**src/rtl/jk_mod_counter_pkg.sv**
```systemverilog
// Shared definitions for the JK-based modulo counter.
// Holds the {J,K} operation encoding and the helpers that map a desired
// bit transition onto a JK excitation pair.
package jk_mod_counter_pkg;

  // Ordered as {J,K}.
  typedef enum logic [1:0] {
    JK_HOLD = 2'b00,
    JK_CLR  = 2'b01,
    JK_SET  = 2'b10,
    JK_TGL  = 2'b11
  } jk_op_e;

  // Counting excitation: toggle a bit that must change, hold the rest.
  function automatic jk_op_e jk_excite(input logic cur, input logic nxt);
    return (cur != nxt) ? JK_TGL : JK_HOLD;
  endfunction

  // Load excitation: drive every bit explicitly, independent of present state.
  function automatic jk_op_e jk_force(input logic nxt);
    return nxt ? JK_SET : JK_CLR;
  endfunction

endpackage

```
**src/rtl/jk_mod_counter_if.sv**
```systemverilog
// Control/status bundle of the JK modulo counter.
//   en, up, load, din : operation request (driven by master)
//   q, nq             : present count and its complement
//   tc                : combinational terminal count
//   wrap              : registered one-cycle wrap-around pulse
interface jk_mod_counter_if #(
  parameter int unsigned WIDTH = 4
);
  logic             en;
  logic             up;
  logic             load;
  logic [WIDTH-1:0] din;
  logic [WIDTH-1:0] q;
  logic [WIDTH-1:0] nq;
  logic             tc;
  logic             wrap;

  modport master (
    output en, up, load, din,
    input  q, nq, tc, wrap
  );

  modport slave (
    input  en, up, load, din,
    output q, nq, tc, wrap
  );
endinterface

```
**src/rtl/jk_cell.sv**
```systemverilog
// Single JK flip-flop storage bit.
//   clk : rising-edge clock
//   rst : asynchronous active-low reset (q=0)
//   j,k : excitation, {J,K} = 00 hold, 01 clear, 10 set, 11 toggle
//   q   : stored bit
//   nq  : complement of q
module jk_cell
  import jk_mod_counter_pkg::*;
(
  input  logic clk,
  input  logic rst,
  input  logic j,
  input  logic k,
  output logic q,
  output logic nq
);

  logic q_q, q_d;

  always_comb begin
    q_d = q_q;
    case ({j, k})
      JK_HOLD: q_d = q_q;
      JK_CLR:  q_d = 1'b0;
      JK_SET:  q_d = 1'b1;
      JK_TGL:  q_d = ~q_q;
      default: q_d = q_q;
    endcase
  end

  // Reset branch first so unknown J/K during reset cannot reach the state.
  always_ff @(posedge clk or negedge rst) begin
    if (!rst) begin
      q_q <= 1'b0;
    end else begin
      q_q <= q_d;
    end
  end

  assign q  = q_q;
  assign nq = ~q_q;

endmodule

```
**src/rtl/jk_mod_counter.sv**
```systemverilog
// Modulo-MODULUS up/down counter built from WIDTH JK cells.
// Computes the next count from load/en/up, turns it into per-bit J/K
// excitation and lets the cells apply it on the next rising edge.
//   clk  : rising-edge clock
//   rst  : asynchronous active-low reset (q=0, wrap=0)
//   bus  : slave side of jk_mod_counter_if (en, up, load, din -> q, nq, tc, wrap)
module jk_mod_counter
  import jk_mod_counter_pkg::*;
#(
  parameter int unsigned WIDTH   = 4,
  parameter int unsigned MODULUS = 10
) (
  input logic            clk,
  input logic            rst,
  jk_mod_counter_if.slave bus
);

  localparam logic [WIDTH-1:0] MaxVal = WIDTH'(MODULUS - 1);
  // One extra bit so MODULUS = 2^WIDTH is representable for the saturation compare.
  localparam logic [WIDTH:0]   ModExt = (WIDTH + 1)'(MODULUS);

  logic [WIDTH-1:0] q_cur;
  logic [WIDTH-1:0] nq_cur;
  logic [WIDTH-1:0] q_next;
  logic [WIDTH-1:0] j_vec;
  logic [WIDTH-1:0] k_vec;
  logic             wrap_d, wrap_q;

  // Next-state selection; load wins over counting.
  always_comb begin
    q_next = q_cur;
    wrap_d = 1'b0;
    if (bus.load) begin
      q_next = ({1'b0, bus.din} >= ModExt) ? MaxVal : bus.din;
    end else if (bus.en) begin
      if (bus.up) begin
        if (q_cur == MaxVal) begin
          q_next = '0;
          wrap_d = 1'b1;
        end else begin
          q_next = q_cur + WIDTH'(1);
        end
      end else begin
        if (q_cur == '0) begin
          q_next = MaxVal;
          wrap_d = 1'b1;
        end else begin
          q_next = q_cur - WIDTH'(1);
        end
      end
    end
  end

  // Excitation: loads set/clear every bit, counting toggles only changed bits.
  always_comb begin
    jk_op_e op;
    j_vec = '0;
    k_vec = '0;
    for (int i = 0; i < int'(WIDTH); i++) begin
      op = bus.load ? jk_force(q_next[i]) : jk_excite(q_cur[i], q_next[i]);
      {j_vec[i], k_vec[i]} = op;
    end
  end

  for (genvar g = 0; g < int'(WIDTH); g++) begin : g_bit
    jk_cell u_cell (
      .clk (clk),
      .rst (rst),
      .j   (j_vec[g]),
      .k   (k_vec[g]),
      .q   (q_cur[g]),
      .nq  (nq_cur[g])
    );
  end

  always_ff @(posedge clk or negedge rst) begin
    if (!rst) begin
      wrap_q <= 1'b0;
    end else begin
      wrap_q <= wrap_d;
    end
  end

  assign bus.q    = q_cur;
  assign bus.nq   = nq_cur;
  assign bus.wrap = wrap_q;
  assign bus.tc   = bus.en & ~bus.load & (bus.up ? (q_cur == MaxVal) : (q_cur == '0));

endmodule

```
**src/flat_wrapper.sv**
```systemverilog
// flat-port wrapper written by rule: the top's interface ports become plain ports
module jk_mod_counter_flat import jk_mod_counter_pkg::*;
#(
  parameter int unsigned WIDTH   = 4,
  parameter int unsigned MODULUS = 10
)
  (clk, rst, bus_en, bus_up, bus_load, bus_din, bus_q, bus_nq, bus_tc, bus_wrap);
  jk_mod_counter_if #(.WIDTH(WIDTH)) bus_i ();
  input logic clk;
  input logic rst;
  input wire logic [$bits(bus_i.en)-1:0] bus_en;
  input wire logic [$bits(bus_i.up)-1:0] bus_up;
  input wire logic [$bits(bus_i.load)-1:0] bus_load;
  input wire logic [$bits(bus_i.din)-1:0] bus_din;
  output wire logic [$bits(bus_i.q)-1:0] bus_q;
  output wire logic [$bits(bus_i.nq)-1:0] bus_nq;
  output wire logic [$bits(bus_i.tc)-1:0] bus_tc;
  output wire logic [$bits(bus_i.wrap)-1:0] bus_wrap;
  assign bus_i.en = bus_en;
  assign bus_i.up = bus_up;
  assign bus_i.load = bus_load;
  assign bus_i.din = bus_din;
  assign bus_q = bus_i.q;
  assign bus_nq = bus_i.nq;
  assign bus_tc = bus_i.tc;
  assign bus_wrap = bus_i.wrap;
  jk_mod_counter #(.WIDTH(WIDTH), .MODULUS(MODULUS)) u_core (.clk(clk), .rst(rst), .bus(bus_i));
endmodule
```
**config.mk**
```make
export PLATFORM = sky130hd
export DESIGN_NAME = jk_mod_counter_flat
export DESIGN_NICKNAME = d
export VERILOG_FILES = /design/src/rtl/jk_mod_counter_pkg.sv /design/src/rtl/jk_mod_counter_if.sv /design/src/rtl/jk_cell.sv /design/src/rtl/jk_mod_counter.sv /design/src/flat_wrapper.sv
export SDC_FILE = /design/constraint.sdc
export NUM_CORES = 1
export LEC_CHECK = 0
export ABC_AREA = 1
export BUFFER_PORTS_ARGS = -buffer_cell sky130_fd_sc_hd__buf_2
export CORE_MARGIN = 2
export CORE_UTILIZATION = 30
export DETAILED_ROUTE_END_ITERATION = 10
export GPL_ROUTABILITY_DRIVEN = 0
export GPL_TIMING_DRIVEN = 0
export PLACE_DENSITY = 0.62
export SETUP_SLACK_MARGIN = 0.2
export SYNTH_ARGS = -nofsm -noshare
export SYNTH_HDL_FRONTEND = slang
export SYNTH_SLANG_ARGS = --single-unit
```
**constraint.sdc**
```tcl
create_clock -name clk -period 2 [get_ports clk]
set_input_delay 0.3 -clock clk [delete_from_list [all_inputs] [get_ports clk]]
set_output_delay 0.3 -clock clk [all_outputs]
set_load 0.01 [all_outputs]
```
==> results.md <==
* CTS buffer count at 3
* Clock Pin Slew Worst Setup and Hold Paths at 40 ps
* Critical Path, Cell by Cell: nor2_2, nand3_1, nand2_1, nand3_1, a21oi_1, buf_2
* Class of the worst hold path: input pin to flip-flop
* IO Pins at 19
* Final net count at 103
* HP Start: bus_din[3]
* Starting density of the core at 0.330
* First-pass iteration count of the detailed router at 4
* Crit-path most repeated cell: nand3_1
* Slew Viols, Final at 0
* RSZ-0062 raised after global routing: false
* Initial antenna violation count at 0
* CTS tree: yes
* Hold depth at 3
* Area growth, synth to finish at 34.1%
* Area of placed instances at 549 sq um
* Crit path buffers/inverters at 1
* Placed insts at 103
* Post-synthesis xor/xnor area fraction at 0
* Row cnt at 13
* Worst EP arrival at 1340 ps
* Clock Tree Buf Depth at 2
* Largest family of logic cells by synthesized area: simple AND/OR/NAND/NOR gates
* Synth Area in Compound Gates at 0.153
* Synth Area in Simple Gates at 0.349
* CP Class: flip-flop to output port
* Proportion of layout cells with a drive suffix above 1 at 0.409
* R2r worst-path depth at 6
* Total GRT Usage at 0.121
* Worst Path Max Fanout at 7
* Mapped Nets at 79
* Largest net degree at the start of global routing at 9
* Fin cells at 108
* Status: finished, final reports clean
* Max cap viols at 0
* Final setup TNS at 0 ps
* Critical path launch point type: flip-flop
* Root Buffer: clkbuf_4
* Skew final at 5.37 ps
* Leakage at 0.330 nW
* Post-route minimum period at 1640 ps
* Mapped Area at 440 sq um
* Detailed Place HPWL at 811 um
* CP max stage delay at 460 ps
* FF-to-FF End: u_core.g_bit[2].u_cell.q
* Port bufs at 18
* Mux contribution to synthesized area at 0
* Final Routed Wirelength at 1020 um
* Setup violations, final at 0
* Die ar. at 1790 sq um
* Clk_lat worst skew at 240 ps
* DIE WIDTH at 42.3 um
* Critical path's top delay family: flip-flops
* Area of the core at 1330 sq um
* Most frequent cells in the layout: nand2_1, buf_2, nand3_1
* Crit-path slowest cell: dfrtp_2
* Post-Synth Adder-Cell Area at 0
* Crit share post-route at 0.821
* Wire per inst at 9.41 um
* Max VDD drop at 440 uV
* Filler instances at 148
* Cells after synthesis at 70
* Synth Register Bits at 5
* Synth warn at 0
* Vias in the first global route at 400
* Register area share after synthesis at 0.284
* Routed vias/inst at 4.69
* Req. time, crit path at 1700 ps
* Finished Cell Area at 591 sq um
* Antenna cells at 0
* Crit. End Element: output port
* Fmax at 609 MHz
* Pwr dens at 660 nW/um^2
* Syn avg cell area at 6.29 sq um
* Synth unique cells at 13
* ANT nets after route at 0
* # DRC at 0
* Rel. slew slack at 0.837
* Htree depth at 1
* Slew @ Worst Pin at 245 ps
* Critical R2R Launch: u_core.g_bit[0].u_cell.q
* Reg2reg setup slack at 760 ps
* CTS Sinks at 5
* Chip Height at 42.3 um
* 1st-iter DRT viols at 12
* Final hold violation count at 0
* Hold endpoint: u_core.g_bit[3].u_cell.q
* Total global routing overflow at 0
* Via Count at 506
* Global-route wire length before repair at 1640 um
## through the flow
stage                     total power (W)  setup slack (ps)  hold slack, ps   util
final                            0.000390               359             291  0.443
after detailed placement         0.000271               566             118  0.412
after global routing             0.000424               232             296  0.443
after global placement           0.000271               571             114  0.412
after floorplan                  0.000223               719            4.41      -
after CTS                        0.000395               294             279  0.439
## routing by layer
metal / global-route usage / part of all wire / wire [um] / up-vias
li1: - / - / - / 268
met1: 0.144 / 0.44 / 445 / 207
met2: 0.200 / 0.45 / 461 / 31
met3: 0.0560 / 0.11 / 109 / 0
met4: 0.0188 / 0 / 0 / 0
met5: 0 / 0 / 0 / -
## report_power, final
group | switching, W | internal, W
registers | 0.0000200 | 0.000113
logic | 0.0000733 | 0.0000681
clock network | 0.0000407 | 0.0000754
total | 0.000134 | 0.000256
## cells in the mapped netlist
cell type	n	area, sq um
nand2_1	18	67.6
nand3_1	10	50.1
buf_4	8	60.1
a21oi_1	7	35.0
inv_1	7	26.3
dfrtp_1	5	125
o21ai_0	5	25.0
nor2_1	3	11.3
inv_2	2	7.51
nor2_2	2	12.5
nand2_2	1	6.26
nand4_1	1	6.26
o211ai_1	1	7.51
## kinds of logic (layout without fill, tap and decap cells)
family                 count (synthesis)  in the layout
AND/OR/NAND/NOR                       35             35
buffers and inverters                 17             40
AO/OA/AOI/OAI                         13             13
flip-flops                             5              5
## worst min-delay path, cell delays in order
cell and delay (ps):
buf_2 100, nand2_1 50, nand2_1 60
## how the worst max path moves through the flow
stage	depth (start not counted)	start	end	slack (ps)
floorplan	5	u_core.g_bit[0].u_cell.q	bus_tc	720
global placement	6	u_core.g_bit[2].u_cell.q	bus_tc	570
detailed placement	6	u_core.g_bit[2].u_cell.q	bus_tc	570
CTS	6	u_core.g_bit[0].u_cell.q	bus_tc	290
global route	6	u_core.g_bit[0].u_cell.q	bus_tc	230
finish	6	u_core.g_bit[0].u_cell.q	bus_tc	360
## registers in the layout (all words and copies together), names as in the netlist
signal                 count
u_core.bus.wrap            1
u_core.g_bit.u_cell.q      4
## final cells by class
| cell class | count | area [sq um] | area share |
|---|---|---|---|
| Sequential cell | 5 | 128 | 0.216 |
| Timing Repair Buffer | 19 | 100 | 0.169 |
| Clock buffer | 4 | 26.3 | 0.0445 |
| Buffer | 8 | 60.1 | 0.102 |
| Tap cell | 15 | 18.8 | 0.0318 |
| Inverter | 9 | 33.8 | 0.0572 |
| Multi-Input combinational cell | 48 | 224 | 0.379 |
## timing repair
action,4_1_cts,5_1_grt
gates resized for setup,0,4
endpoints found under the hold margin,5,0
buffers inserted,0,0
endpoints found under the setup margin,0,1
hold buffers,1,0
(Power assumes the default switching activity.)
